==> config.mk <==
export PLATFORM = sky130hd
export DESIGN_NAME = cla_adder_flat
export DESIGN_NICKNAME = d
export VERILOG_FILES = /design/src/rtl/cla_adder_pkg.sv /design/src/rtl/cla_adder_if.sv /design/src/rtl/cla_pg_bit.sv /design/src/rtl/cla_adder.sv /design/src/flat_wrapper.sv
export SDC_FILE = /design/constraint.sdc
export NUM_CORES = 1
export LEC_CHECK = 0
export ABC_AREA = 1
export CAP_MARGIN = 20
export CORE_AREA = 2 2 39 41
export DETAILED_ROUTE_END_ITERATION = 10
export DIE_AREA = 0 0 41 43
export DONT_BUFFER_PORTS = 1
export PLACE_DENSITY = 0.46
export SYNTH_ARGS = -nofsm -noshare
export SYNTH_HDL_FRONTEND = slang
export SYNTH_SLANG_ARGS = --single-unit
==> constraint.sdc <==
create_clock -name clk -period 0.8 [get_ports clk]
set_input_delay 0.12 -clock clk [delete_from_list [all_inputs] [get_ports clk]]
set_output_delay 0.12 -clock clk [all_outputs]
set_load 0.005 [all_outputs]
==> src/rtl/cla_adder_pkg.sv <==
// ---------------------------------------------------------------------------
// cla_adder_pkg
// Shared definitions for the 4-bit carry-lookahead adder:
//   CLA_W        - operand width (fixed at 4)
//   cla_result_t - the registered output bundle {cout, sum, grp_p, grp_g}
// ---------------------------------------------------------------------------
package cla_adder_pkg;

   localparam int CLA_W = 4;

   typedef struct packed {
      logic             cout;
      logic [CLA_W-1:0] sum;
      logic             grp_p;
      logic             grp_g;
   } cla_result_t;

endpackage

==> src/rtl/cla_adder_if.sv <==
// ---------------------------------------------------------------------------
// cla_adder_if
// Operand/result bundle for cla_adder.
//   cin, a1..a4, b1..b4  : operands (bit 1 = LSB), driven by the master
//   s1..s4, cout         : registered sum and carry-out, driven by the slave
//   grp_p, grp_g         : registered group propagate / generate
// master = the block supplying operands, slave = the adder itself.
// ---------------------------------------------------------------------------
interface cla_adder_if;

   logic cin;
   logic a1, a2, a3, a4;
   logic b1, b2, b3, b4;
   logic s1, s2, s3, s4;
   logic cout;
   logic grp_p;
   logic grp_g;

   modport master (
      output cin, a1, a2, a3, a4, b1, b2, b3, b4,
      input  s1, s2, s3, s4, cout, grp_p, grp_g
   );

   modport slave (
      input  cin, a1, a2, a3, a4, b1, b2, b3, b4,
      output s1, s2, s3, s4, cout, grp_p, grp_g
   );

endinterface

==> src/rtl/cla_pg_bit.sv <==
// ---------------------------------------------------------------------------
// cla_pg_bit
// Per-bit propagate/generate cell.
//   i_a, i_b : operand bits
//   o_p      : propagate, i_a ^ i_b
//   o_g      : generate,  i_a & i_b
// ---------------------------------------------------------------------------
module cla_pg_bit (
   input  logic i_a,
   input  logic i_b,
   output logic o_p,
   output logic o_g
);

   assign o_p = i_a ^ i_b;
   assign o_g = i_a & i_b;

endmodule

==> src/rtl/cla_adder.sv <==
// ---------------------------------------------------------------------------
// cla_adder
// 4-bit carry-lookahead adder with a single output register stage.
//   clk   : rising-edge clock
//   rst_n : asynchronous active-low reset, clears all outputs immediately
//   bus   : cla_adder_if.slave - operands in, registered sum/cout/grp_p/grp_g
// Result {cout,s4..s1} = A + B + cin, one clock of latency, one add per clock.
// ---------------------------------------------------------------------------
module cla_adder
   import cla_adder_pkg::*;
(
   input  logic        clk,
   input  logic        rst_n,
   cla_adder_if.slave  bus
);

   logic [CLA_W-1:0] w_a;
   logic [CLA_W-1:0] w_b;
   logic [CLA_W-1:0] w_p;
   logic [CLA_W-1:0] w_g;
   logic             w_c1, w_c2, w_c3, w_c4, w_c5;
   logic             w_grp_p;
   logic             w_grp_g;
   cla_result_t      w_res_next;
   cla_result_t      r_res;

   assign w_a = {bus.a4, bus.a3, bus.a2, bus.a1};
   assign w_b = {bus.b4, bus.b3, bus.b2, bus.b1};

   generate
      for (genvar gi = 0; gi < CLA_W; gi++) begin : g_pg
         cla_pg_bit u_pg (
            .i_a (w_a[gi]),
            .i_b (w_b[gi]),
            .o_p (w_p[gi]),
            .o_g (w_g[gi])
         );
      end
   endgenerate

   // Every carry is a flat sum-of-products of p/g/cin so no carry depends on
   // another carry; w_p[0]/w_g[0] are bit 1 (LSB).
   assign w_c1 = bus.cin;
   assign w_c2 = w_g[0]
               | (w_p[0] & bus.cin);
   assign w_c3 = w_g[1]
               | (w_p[1] & w_g[0])
               | (w_p[1] & w_p[0] & bus.cin);
   assign w_c4 = w_g[2]
               | (w_p[2] & w_g[1])
               | (w_p[2] & w_p[1] & w_g[0])
               | (w_p[2] & w_p[1] & w_p[0] & bus.cin);
   assign w_c5 = w_g[3]
               | (w_p[3] & w_g[2])
               | (w_p[3] & w_p[2] & w_g[1])
               | (w_p[3] & w_p[2] & w_p[1] & w_g[0])
               | (w_p[3] & w_p[2] & w_p[1] & w_p[0] & bus.cin);

   // Group terms for a second-level lookahead unit: grp_g is c5 with cin = 0.
   assign w_grp_p = &w_p;
   assign w_grp_g = w_g[3]
                  | (w_p[3] & w_g[2])
                  | (w_p[3] & w_p[2] & w_g[1])
                  | (w_p[3] & w_p[2] & w_p[1] & w_g[0]);

   assign w_res_next.cout  = w_c5;
   assign w_res_next.sum   = w_p ^ {w_c4, w_c3, w_c2, w_c1};
   assign w_res_next.grp_p = w_grp_p;
   assign w_res_next.grp_g = w_grp_g;

   always_ff @(posedge clk or negedge rst_n) begin
      if (!rst_n) begin
         r_res <= '0;
      end else begin
         r_res <= w_res_next;
      end
   end

   assign bus.s1    = r_res.sum[0];
   assign bus.s2    = r_res.sum[1];
   assign bus.s3    = r_res.sum[2];
   assign bus.s4    = r_res.sum[3];
   assign bus.cout  = r_res.cout;
   assign bus.grp_p = r_res.grp_p;
   assign bus.grp_g = r_res.grp_g;

endmodule

==> src/flat_wrapper.sv <==
// flat-port wrapper written by rule: the top's interface ports become plain ports
module cla_adder_flat import cla_adder_pkg::*;
  (clk, rst_n, bus_cin, bus_a1, bus_a2, bus_a3, bus_a4, bus_b1, bus_b2, bus_b3, bus_b4, bus_s1, bus_s2, bus_s3, bus_s4, bus_cout, bus_grp_p, bus_grp_g);
  cla_adder_if bus_i ();
  input  logic clk;
  input  logic rst_n;
  input wire logic [$bits(bus_i.cin)-1:0] bus_cin;
  input wire logic [$bits(bus_i.a1)-1:0] bus_a1;
  input wire logic [$bits(bus_i.a2)-1:0] bus_a2;
  input wire logic [$bits(bus_i.a3)-1:0] bus_a3;
  input wire logic [$bits(bus_i.a4)-1:0] bus_a4;
  input wire logic [$bits(bus_i.b1)-1:0] bus_b1;
  input wire logic [$bits(bus_i.b2)-1:0] bus_b2;
  input wire logic [$bits(bus_i.b3)-1:0] bus_b3;
  input wire logic [$bits(bus_i.b4)-1:0] bus_b4;
  output wire logic [$bits(bus_i.s1)-1:0] bus_s1;
  output wire logic [$bits(bus_i.s2)-1:0] bus_s2;
  output wire logic [$bits(bus_i.s3)-1:0] bus_s3;
  output wire logic [$bits(bus_i.s4)-1:0] bus_s4;
  output wire logic [$bits(bus_i.cout)-1:0] bus_cout;
  output wire logic [$bits(bus_i.grp_p)-1:0] bus_grp_p;
  output wire logic [$bits(bus_i.grp_g)-1:0] bus_grp_g;
  assign bus_i.cin = bus_cin;
  assign bus_i.a1 = bus_a1;
  assign bus_i.a2 = bus_a2;
  assign bus_i.a3 = bus_a3;
  assign bus_i.a4 = bus_a4;
  assign bus_i.b1 = bus_b1;
  assign bus_i.b2 = bus_b2;
  assign bus_i.b3 = bus_b3;
  assign bus_i.b4 = bus_b4;
  assign bus_s1 = bus_i.s1;
  assign bus_s2 = bus_i.s2;
  assign bus_s3 = bus_i.s3;
  assign bus_s4 = bus_i.s4;
  assign bus_cout = bus_i.cout;
  assign bus_grp_p = bus_i.grp_p;
  assign bus_grp_g = bus_i.grp_g;
  cla_adder u_core (.clk(clk), .rst_n(rst_n), .bus(bus_i));
endmodule
==> reports/metrics.yaml <==
wl_per_cell_um: 10.7
synth_top_area_cell: "dfrtp_1"
grt_pass1_wl_um: 1240
cp_data_required_time_ns: 0.68
numCtsBuffers: 3
post-route-period-util_pct: 92.6
rows: 14
clk_path_buf_depth: 2
synth.top_cell.area_share_pct: 45.0
grt_max_degree: 8
p_leak_nw: 0.250
die_y_um: 43
p_int_mw: 0.680
arrival_ns: 0.62
io_buffers: 0
crit_path_start: "u_core.bus.grp_p$_DFF_PN0_"
status: "finished clean"
hold_ws_ns: 0.121
synth.yosys.seq_area_share_pct: 45.0
ant_nets: 0
drt_wl_total_um: 698
power_density_nw_per_um2: 1850
p_sw_share_pct: 25.7
grt_pass1_vias: 310
netlist_instances: 42
ys_seq_elements: 7
hpwlAfterDp_um: 606
min_path_type: "in2reg"
startpoint_type: "register"
cp-end-kind: "primary output"
post_cts_buffers: 0
cts_tree: "done"
detail_route.vias_per_cell: 4.49
multiInputGateArea_um2: 215
p_comb_share_pct: 19.5
finalWeightedCongestion: 0.810
clock-sinks: 7
syn_area_um2: 389
synth-warning-count: 0
seqPwrFrac_pct: 46.7
io_pins: 18
drc_errors: 0
finalHoldViolCount: 0
num_vias: 292
switching_power_mw: 0.235
critical_path_class: "reg2out"
drv_slew: 0
fin_crit_ns: 0.741
diodes: 0
fill_cells: 154
track_usage_pct: 10.9
hold_end: "u_core.bus.cout$_DFF_PN0_"
fin_total_pwr_mw: 0.914
cts_htree_levels: 1
syn-num-nets: 59
antenna_found_initial: 0
hp-start: "bus_a4"
clkTransAtPathRegs_ns: 0.05
rsz0062_at_grt: "no"
drtPass1Iterations: 4
avgSynthCellArea_um2: 9.26
fmax_ghz: 1.35
synth_cell_type_count: 13
setup_violations: 0
initial_core_util_pct: 28.1
irDropWorstVdd_uv: 433
layout.nets: 67
max_slew_margin_pct: 80.2
drive_above_1_share_pct: 22.4
fp.dieW_um: 41
cp.depth: 0
drv_cap: 0
clockPowerShare_pct: 33.8
die-area_um2: 1760
path_max_fanout: 1
first_iter_violations: 5
cts_resized: 0
grt_overflow: 0
register_area_um2: 175
cts-root-buf: "clkbuf_4"
synth_area_leaders: "dfrtp_1 (45%), ha_1 (16%), nand2_1 (8.7%), inv_1 (6.8%), fa_1 (5.1%)"
core-area_um2: 1380
tightest_slew_ns: 0.296
worstHoldPathCells: 3
layout-area-overhead-vs-synth_pct: 27.3
-- cells in the mapped netlist --
master and count:
nor2_1 2, nand2_1 9, o21ai_1 1, nand4_1 1
a21oi_1 1, ha_1 5, fa_1 1, nand3_1 4
nand2_2 2, or2_0 1, xnor2_1 1, dfrtp_1 7
inv_1 7
-- cells in the final DEF, fill, tap and decap left out, drive strengths merged --
master        n
o21ai         1
nand2        11
nor2          2
fa            1
dlygate4sd3   1
a21oi         1
buf           2
or2           1
clkbuf        4
xnor2         1
inv           7
dfrtp         7
nand3         4
nand4         1
ha            5
-- cell families (layout without fill, tap and decap cells) --
family / after synthesis / in the layout / synth area share (%)
buf+inv: 7 / 14 / 6.75
fa+ha+maj: 6 / 6 / 21.2
flops: 7 / 7 / 45.0
simple gates: 19 / 19 / 22.2
xor+xnor: 1 / 1 / 2.25
compound gates: 2 / 2 / 2.57
-- sequential cells by signal (all words and copies together), names as in the netlist --
register / cells
u_core.bus.cout: 1
u_core.bus.grp_g: 1
u_core.bus.grp_p: 1
u_core.bus.s1: 1
u_core.bus.s2: 1
u_core.bus.s3: 1
u_core.bus.s4: 1
-- power groups by stage --
stage          Combinational, mW  Clock (mW)  Sequential (mW)
6_report                   0.178       0.309            0.427
5_1_grt                    0.213       0.351            0.437
4_1_cts                    0.180       0.319            0.429
3_5_place_dp               0.169           0            0.435
3_3_place_gp               0.163           0            0.431
2_1_floorplan              0.131           0            0.428
-- per-layer routing --
layer / vias to the layer above / track usage, % / wire length (µm)
met5: - / 0 / 0
met4: 0 / 10.0 / 0
met3: 0 / 3.66 / 58
met2: 15 / 15.6 / 361
met1: 132 / 11.8 / 278
li1: 145 / - / -
-- worst max path at each step --
stage | endpoint | slack [ns]
2_1_floorplan | u_core.bus.cout$_DFF_PN0_ | -0.08
3_3_place_gp | u_core.bus.cout$_DFF_PN0_ | -0.11
3_5_place_dp | u_core.bus.s4$_DFF_PN0_ | -0.12
4_1_cts | bus_s4 | 0.05
5_1_grt | bus_grp_p | 0.02
6_report | bus_grp_p | 0.06
-- final cells by class --
cell class / count / share of cell area [%]
multi-input combinational: 28 / 43.4
sequential: 7 / 35.4
inverter: 7 / 6.82
clock buffer: 4 / 5.30
timing repair buffer: 3 / 5.05
tap: 16 / 4.04
-- stage by stage --
stage	setup slack [ns]	area (µm²)	setup TNS, ns	instances	utilization, %
after floorplan	-0.0815	424	-0.189	42	-
after global placement	-0.106	459	-0.274	60	33.2
after detailed placement	-0.118	459	-0.325	60	33.2
after CTS	0.0457	495	0	65	35.8
after global routing	0.0164	495	0	65	35.8
final	0.0590	495	0	65	35.8
-- what timing repair did --
item / CTS / global route
hold buffers: 1 / 0
setup endpoints to repair: 0 / 0
hold endpoints to repair: 7 / 0
Power figures use the tool's default switching activity.
